[src/rtl/p251_div.sv]
// Sequential GF(251) divider: out = in_1 * in_2^249 mod 251 via square-and-multiply.
// Optional macro P251_DIV_ERR_EN adds a registered divide-by-zero flag (err).
module p251_div #(
    parameter int CONST_TIME = 1
) (
    input  logic       clk,
    input  logic       rst,
    input  logic       start,
    input  logic [7:0] in_1,
    input  logic [7:0] in_2,
    output logic [7:0] out,
`ifdef P251_DIV_ERR_EN
    output logic       err,
`endif
    output logic       done
);

    localparam logic [1:0] S_IDLE = 2'd0;
    localparam logic [1:0] S_SQ   = 2'd1;
    localparam logic [1:0] S_MUL  = 2'd2;
    localparam logic [1:0] S_FIN  = 2'd3;

    localparam logic [7:0] EXP = 8'd249;
    localparam logic [8:0] P   = 9'd251;

    logic [1:0] state;
    logic [7:0] a;
    logic [7:0] b;
    logic [7:0] acc;
    logic [2:0] idx;

    // 2^8 == 5 (mod 251): fold the high byte twice, then one conditional subtract
    function automatic logic [7:0] mod_mul(input logic [7:0] x, input logic [7:0] y);
        logic [15:0] p;
        logic [10:0] t;
        logic [8:0]  u;
        p = 16'(x) * 16'(y);
        t = 11'(p[15:8]) * 11'd5 + 11'(p[7:0]);
        u = 9'(t[10:8]) * 9'd5 + 9'(t[7:0]);
        return (u >= P) ? 8'(u - P) : u[7:0];
    endfunction

    function automatic logic [7:0] reduce(input logic [7:0] x);
        return (x >= 8'd251) ? (x - 8'd251) : x;
    endfunction

    logic [7:0] sq_val;
    logic [7:0] mul_val;
    logic [7:0] fin_val;
    logic       ebit;

    always_comb begin
        ebit    = EXP[idx];
        sq_val  = mod_mul(acc, acc);
        mul_val = mod_mul(acc, ebit ? b : 8'd1);
        fin_val = mod_mul(acc, a);
    end

    always_ff @(posedge clk or posedge rst) begin
        if (rst) begin
            state <= S_IDLE;
            a     <= 8'd0;
            b     <= 8'd0;
            acc   <= 8'd1;
            idx   <= 3'd7;
            out   <= 8'd0;
            done  <= 1'b0;
`ifdef P251_DIV_ERR_EN
            err   <= 1'b0;
`endif
        end else begin
            done <= 1'b0;
            case (state)
                S_IDLE: begin
                    if (start) begin
                        a     <= reduce(in_1);
                        b     <= reduce(in_2);
                        acc   <= 8'd1;
                        idx   <= 3'd7;
                        state <= S_SQ;
                    end
                end
                S_SQ: begin
                    acc <= sq_val;
                    if (CONST_TIME != 0 || ebit) begin
                        state <= S_MUL;
                    end else if (idx == 3'd0) begin
                        state <= S_FIN;
                    end else begin
                        idx <= idx - 3'd1;
                    end
                end
                S_MUL: begin
                    acc <= mul_val;
                    if (idx == 3'd0) begin
                        state <= S_FIN;
                    end else begin
                        idx   <= idx - 3'd1;
                        state <= S_SQ;
                    end
                end
                S_FIN: begin
                    out   <= fin_val;
                    done  <= 1'b1;
`ifdef P251_DIV_ERR_EN
                    err   <= (b == 8'd0);
`endif
                    state <= S_IDLE;
                end
                default: state <= S_IDLE;
            endcase
        end
    end

endmodule

[config.mk]
export PLATFORM = sky130hd
export DESIGN_NAME = p251_div
export DESIGN_NICKNAME = d
export VERILOG_FILES = /design/src/rtl/p251_div.sv
export SDC_FILE = /design/constraint.sdc
export NUM_CORES = 1
export LEC_CHECK = 0
export CAP_MARGIN = 20
export CORE_MARGIN = 5
export CORE_UTILIZATION = 30
export CTS_BUF_LIST = sky130_fd_sc_hd__clkbuf_2 sky130_fd_sc_hd__clkbuf_4 sky130_fd_sc_hd__clkbuf_8
export CTS_CLUSTER_SIZE = 14
export DETAILED_ROUTE_END_ITERATION = 8
export GPL_ROUTABILITY_DRIVEN = 1
export HOLD_SLACK_MARGIN = 0.12
export SLEW_MARGIN = 20
export SYNTH_ARGS = -nofsm -noshare
export SYNTH_HDL_FRONTEND = slang
export SYNTH_SLANG_ARGS = --single-unit
[constraint.sdc]
create_clock -name clk -period 31.5 [get_ports clk]
set_input_delay 6.3 -clock clk [delete_from_list [all_inputs] [get_ports clk]]
set_output_delay 6.3 -clock clk [all_outputs]
set_load 0.02 [all_outputs]
Yosys cells after proc, flatten, opt, wreduce, memory -nomap -nowiden:

Memories as Yosys holds them, arrays and structs flattened.
Index checks and enable logic that the tools add are counted.

* register bits: 38
* memory bits (read-only): 8
* input port bits: 19
* output and inout port bits: 9
* word-level logic and storage cells: 63
* memories: 1

* add/subtract/negate cells: 12
* $mul: 9
* order comparisons: 6
* equal/unequal tests: 5
* multiplexer cells: 16
* reductions and logical operators: 7

Memories
* (no name shown): depth 8, width 1, read ports 1, clocked after memory_dff 0, write ports 0, line 53 `ebit = EXP[idx];`

Operators by type and width (number)
* 8-bit two-way mux: 7
* 8-bit by 8-bit multiplier with 16-bit output: 3
* 8-bit subtractor (second input constant): 5
* 11-bit by 8-bit adder with 11-bit output: 3
* 8-bit by 3-bit multiplier with 11-bit output (second input constant): 3
* 6-bit by 8-bit adder with 9-bit output: 3
* 9-bit by 8-bit >= comparator with 1-bit output (second input constant): 3
* 8-bit case mux with 3 select lines: 1
* 3-bit by 3-bit multiplier with 6-bit output (second input constant): 3
* 8-bit >= comparator (second input constant): 2
* 2-bit case mux with 4 select lines: 1
* 3-bit two-way mux: 2
* 3-bit case mux with 2 select lines: 1
* 2-bit equality test (second input constant): 2
* 3-bit by 4-bit less-than comparator with 1-bit output (second input constant): 1
* 2-bit two-way mux: 2
* 2-bit inequality test (second input constant): 2
* 2-bit AND reduction: 2
* 3-bit zero test: 1
* 3-bit AND reduction: 1
* 3-bit nonzero test: 1
* 3-bit by 1-bit subtractor with 3-bit output (second input constant): 1
* 2-bit by 1-bit equality test with 1-bit output (second input constant): 1
* 2-bit zero test: 1
* other kinds (2): 3

Depth between registers and ports, before layout:

* depth after elaboration: 11
* depth in mapped cells: 45
* gate-level depth less buffers: 43

Worst setup path before layout:

No wires, ideal clock.

* path type: reg-to-reg
* start point: reg idx[0]
* end point: reg acc[1]
* setup time: 87 ps
* arrival time: 9981 ps
* data required time: 31413 ps
* slack: 21432 ps
* cell stages (with the launch flop): 41
* buffers on the path: 2
* clock period less this slack: 10068 ps
* cells stage by stage: dfstp_2 > inv_1 > ha_1 > nand2_1 > clkbuf_1 > clkbuf_1 > nand3_1 > fa_1 > fa_1 > inv_1 > fa_1 > inv_1 > fa_1 > inv_1 > ha_1 > a2111oi_0 > nor2_1 > a21oi_1 > [5 not listed] > ha_1 > o21a_1 > a211o_1 > a21oi_1 > nor2b_1 > o21a_1 > o21ai_0 > nand2b_1 > ha_1 > ha_1 > fa_1 > a211oi_1 > nor2_1 > xor2_1 > nand4_1 > a211oi_4 > mux2_2 > o211ai_1

* cells in the longest elaborated chain, start to end: 11
* elaborated cells between the ends (all ways): 12
* those cells by class: add/sub: 3; mul: 3; order compare: 1; mux: 4; memory: 1

RTL lines
* start, declared: line 30 `logic [2:0] idx;`
* start signal, assigned: line 90 `idx <= idx - 3'd1;`
* start signal, assigned: line 98 `idx <= idx - 3'd1;`
* memory 8 x 1 bit (*)
* 1-bit two-way mux (implied by the code) (*): line 53
* 8-bit two-way mux (*): line 55 `mul_val = mod_mul(acc, ebit ? b : 8'd1);`
* 8-bit by 8-bit multiplier with 16-bit output (*): line 37 `p = 16'(x) * 16'(y);`
* 8-bit by 3-bit multiplier with 11-bit output: line 38 `t = 11'(p[15:8]) * 11'd5 + 11'(p[7:0]);`
* 11-bit by 8-bit adder with 11-bit output (*): line 38
* 3-bit by 3-bit multiplier with 6-bit output: line 39 `u = 9'(t[10:8]) * 9'd5 + 9'(t[7:0]);`
* 6-bit by 8-bit adder with 9-bit output (*): line 39
* 8-bit subtractor / 9-bit by 8-bit >= comparator with 1-bit output (equally long branches): line 40 `return (u >= P) ? 8'(u - P) : u[7:0];`
* 8-bit two-way mux (*): line 40
* 8-bit case mux with 3 select lines (*): line 73 `case (state)`
* end signal, assigned: line 84 `acc <= sq_val;`
* end signal, assigned: line 94 `acc <= mul_val;`
* end, declared: line 29 `logic [7:0] acc;`

Every way passes the cells marked *; elsewhere a longest branch is shown, timed or not. The select of a mux whose other input is x is not followed.
A chain may end at the register's enable or synchronous reset.

Worst setup path in the final report:

Same ends and word-level chain as after synthesis.

==> impl_results.md <==
- Outcome: finished, final reports clean
- CTS root buf: clkbuf_8
- Final Wtd Congestion: a little over 0.8
- Worst path max stage delay: a little under 600 ps
- Unique masters post-synth: 63
- Cts repair resizes: 0
- Post-synthesis sequential area ratio: 8.76%
- Largest net degree at the start of global routing: 57
- Number of global-route vias before repair: ~8900
- Reg2reg path depth: 39
- Fin Setup TNS: 0 ps
- H-tree depth: 2
- Fin Clk Skew: 8.03 ps
- WHS Path Cells: 2
- Initial core utilization: 30.5%
- Initial antenna violation count: 0
- Crit path arrival time: approximately 11000 ps
- Final antenna-violating net count: 0
- Hold Crit Endpoint: out[7]
- RSZ-0062 raised after global routing: no
- Final setup vio count: 0
- FF-to-FF Start: idx[0]
- Period minus WS final: roughly 11000 ps
- Commonest non-fill, non-tap cells in the layout: inv_1, ha_1, fa_1, nand2_1
- Initial DRT Pass Iterations: 5
- Critical Path Sink Type: flop
- Max-capacitance violation count: 0
- Avg Inst Size Synth: 8.47 um2
- DRC errors left: 0
- DR WL/cell: 13.4 um
- DR vias: 8523
- Core area: 35700 um2
- R2R setup slack: 20500 ps
- Max Fclk: 0.0909 GHz
- Worst endpoint required time: 31720 ps
- Register Area: 956 um2
- Vias/cell: 4.87
- Die area: 40300 um2
- Cts bufs inserted: 5
- Total grt overflow: 0
- CTS Buffer Depth: 2
- Slew @ Worst Pin: around 1000 ps
- Worst Hold Class: reg2reg
- Row count: 69
- Hpwl dp: approximately 19000 um
- Ys flop type: dfrtp_1
- First-pass GRT wire length: 41600 um
- Initial DRC count: around 380
- Post-CTS Setup Repair Bufs: 0
- Hold_sp: out[7]
- Clk_lat worst skew: 300 ps
- Final #Nets: 1625
- RR Endpoint: acc[1]
- Headroom to the max-slew limit: between 30% and 40%
- CTS Hold Bufs: 0
- Chip width: 201 um
- Layout cells sized above 1: 2.25%
- Post-synthesis cell count: 1288
- Synth Register Bits: 38
- Post-synthesis cell area: 10900 um2
- FILL cells: 3770
- P&R area growth vs syn: 7.72%
- Maximum fanout along the worst path: 56
- Die H: about 200 um
- PortBufs: 27
- Slew Limit Fails: 0
- Final period util: between 30% and 40%
- Sinks on Clock Net: 38
- Final wirelength: 23400 um
- Synth Net Count: between 1500 and 2000
- CP Launch Type: flop
- Worst path slowest cell: a2111oi_0
- I/O Pins: 28
- Tot GR Track Use: 11.8%
- Async S/R FF share, synth: 100%
- Critical path class: reg2reg
- Worst-path clk slew: around 80 ps
- Leading cell type in the layout, fill and taps excluded: inv_1
- Diode count: 0
- Post-synth EDFFs: 0
- Warnings, synthesis: 0
- Final hold violation count: 0
- TritonCTS clock tree: built
- Multi-input logic area: 8930 um2
-- metal layers --
layer  wire length (um)  share of wire, %  vias to the layer above  track usage (%)
li1                   -                 -                     4250                -
met1              11200                48                     4122             16.0
met2              11200                48                      127             20.9
met5                  0                 0                        -                0
met4                308               1.3                        0             1.89
met3                651               2.8                       24             1.10
-- synthesized netlist by cell type, drive strengths merged (2+ instances only) --
cell	number	area share (%)
a2111oi	2	0.16
xnor2	56	4.5
o31a	3	0.24
o31ai	9	0.62
o21bai	7	0.48
fa	120	22
a31oi	9	0.52
mux2i	11	1.0
a32oi	2	0.16
nor4	7	0.46
and3	57	3.3
nor2b	19	1.2
or2	6	0.34
nand3b	2	0.14
o311a	3	0.29
dfrtp	34	7.8
or3	6	0.34
nand3	21	0.96
a21o	13	0.89
o211ai	8	0.55
a21oi	46	2.1
o211a	5	0.46
inv	235	8.1
xor2	20	1.6
nand2b	11	0.63
dfstp	4	0.96
and2	64	3.7
clkbuf	35	1.2
conb	2	0.069
nor2	64	2.2
o21a	13	0.89
mux2	2	0.21
nor3	25	1.1
nand2	87	3.0
a22oi	4	0.28
a22o	6	0.48
ha	197	23
nand4b	2	0.16
a211o	4	0.32
nor3b	3	0.21
a211oi	10	0.85
o21ai	41	1.9
-- registers in the layout, summed over array words and instances, names as in the netlist --
name / cells
a: 8
acc: 8
b: 8
idx: 3
done: 1
state: 2
out: 8
-- worst max path at each step --
stage,startpoint,to,slack [ps],depth (start not counted)
after floorplan,idx[0],acc[1],21430,40
final,idx[0],acc[1],20500,39
after detailed placement,idx[0],acc[1],20170,39
after global routing,idx[1],acc[1],19760,39
after CTS,idx[0],acc[1],20130,39
after global placement,idx[0],acc[1],20450,39
-- critical path: cells and delay by family (launching register included) --
family	cells	cell delay, ps
AO/OA/AOI/OAI	11	2840
buffers and inverters	6	350
multiplexers	1	380
XOR/XNOR	2	410
flip-flops	1	540
AND/OR/NAND/NOR	7	1500
adder cells (fa/ha/maj)	12	4910
-- cell type report --
class                   count  area share (%)
multi-input cells         979            76.0
inverters                 235            7.50
clock inverters             2           0.319
flip-flops and latches     38            8.13
clock buffers               6           0.649
repair buffers             30            2.49
well taps                 461            4.91
-- logic make-up after synthesis --
family / share of synthesized area [%]
AOI/OAI and AO/OA: 12.1
muxes: 1.22
and+or+nand+nor: 17.8
DFF: 8.76
adders and majority gates: 44.6
other: 0.0688
xor gates and xnor gates: 6.10
buffers and inverters: 9.40
-- metrics by stage --
stage / cells / setup slack (ps) / hold WS, ps / util, % / cell area (um2)
2_1_floorplan: 1288 / 21430 / 451 / - / 10900
3_3_place_gp: 1743 / 20450 / 473 / 32.6 / 11600
3_5_place_dp: 1743 / 20170 / 477 / 32.6 / 11600
4_1_cts: 1751 / 20130 / 503 / 32.9 / 11800
5_1_grt: 1751 / 19760 / 524 / 32.9 / 11800
6_report: 1751 / 20500 / 496 / 32.9 / 11800
Power is not shown: default switching activity piles up to over one toggle a cycle in this logic, so the estimate is an artifact.
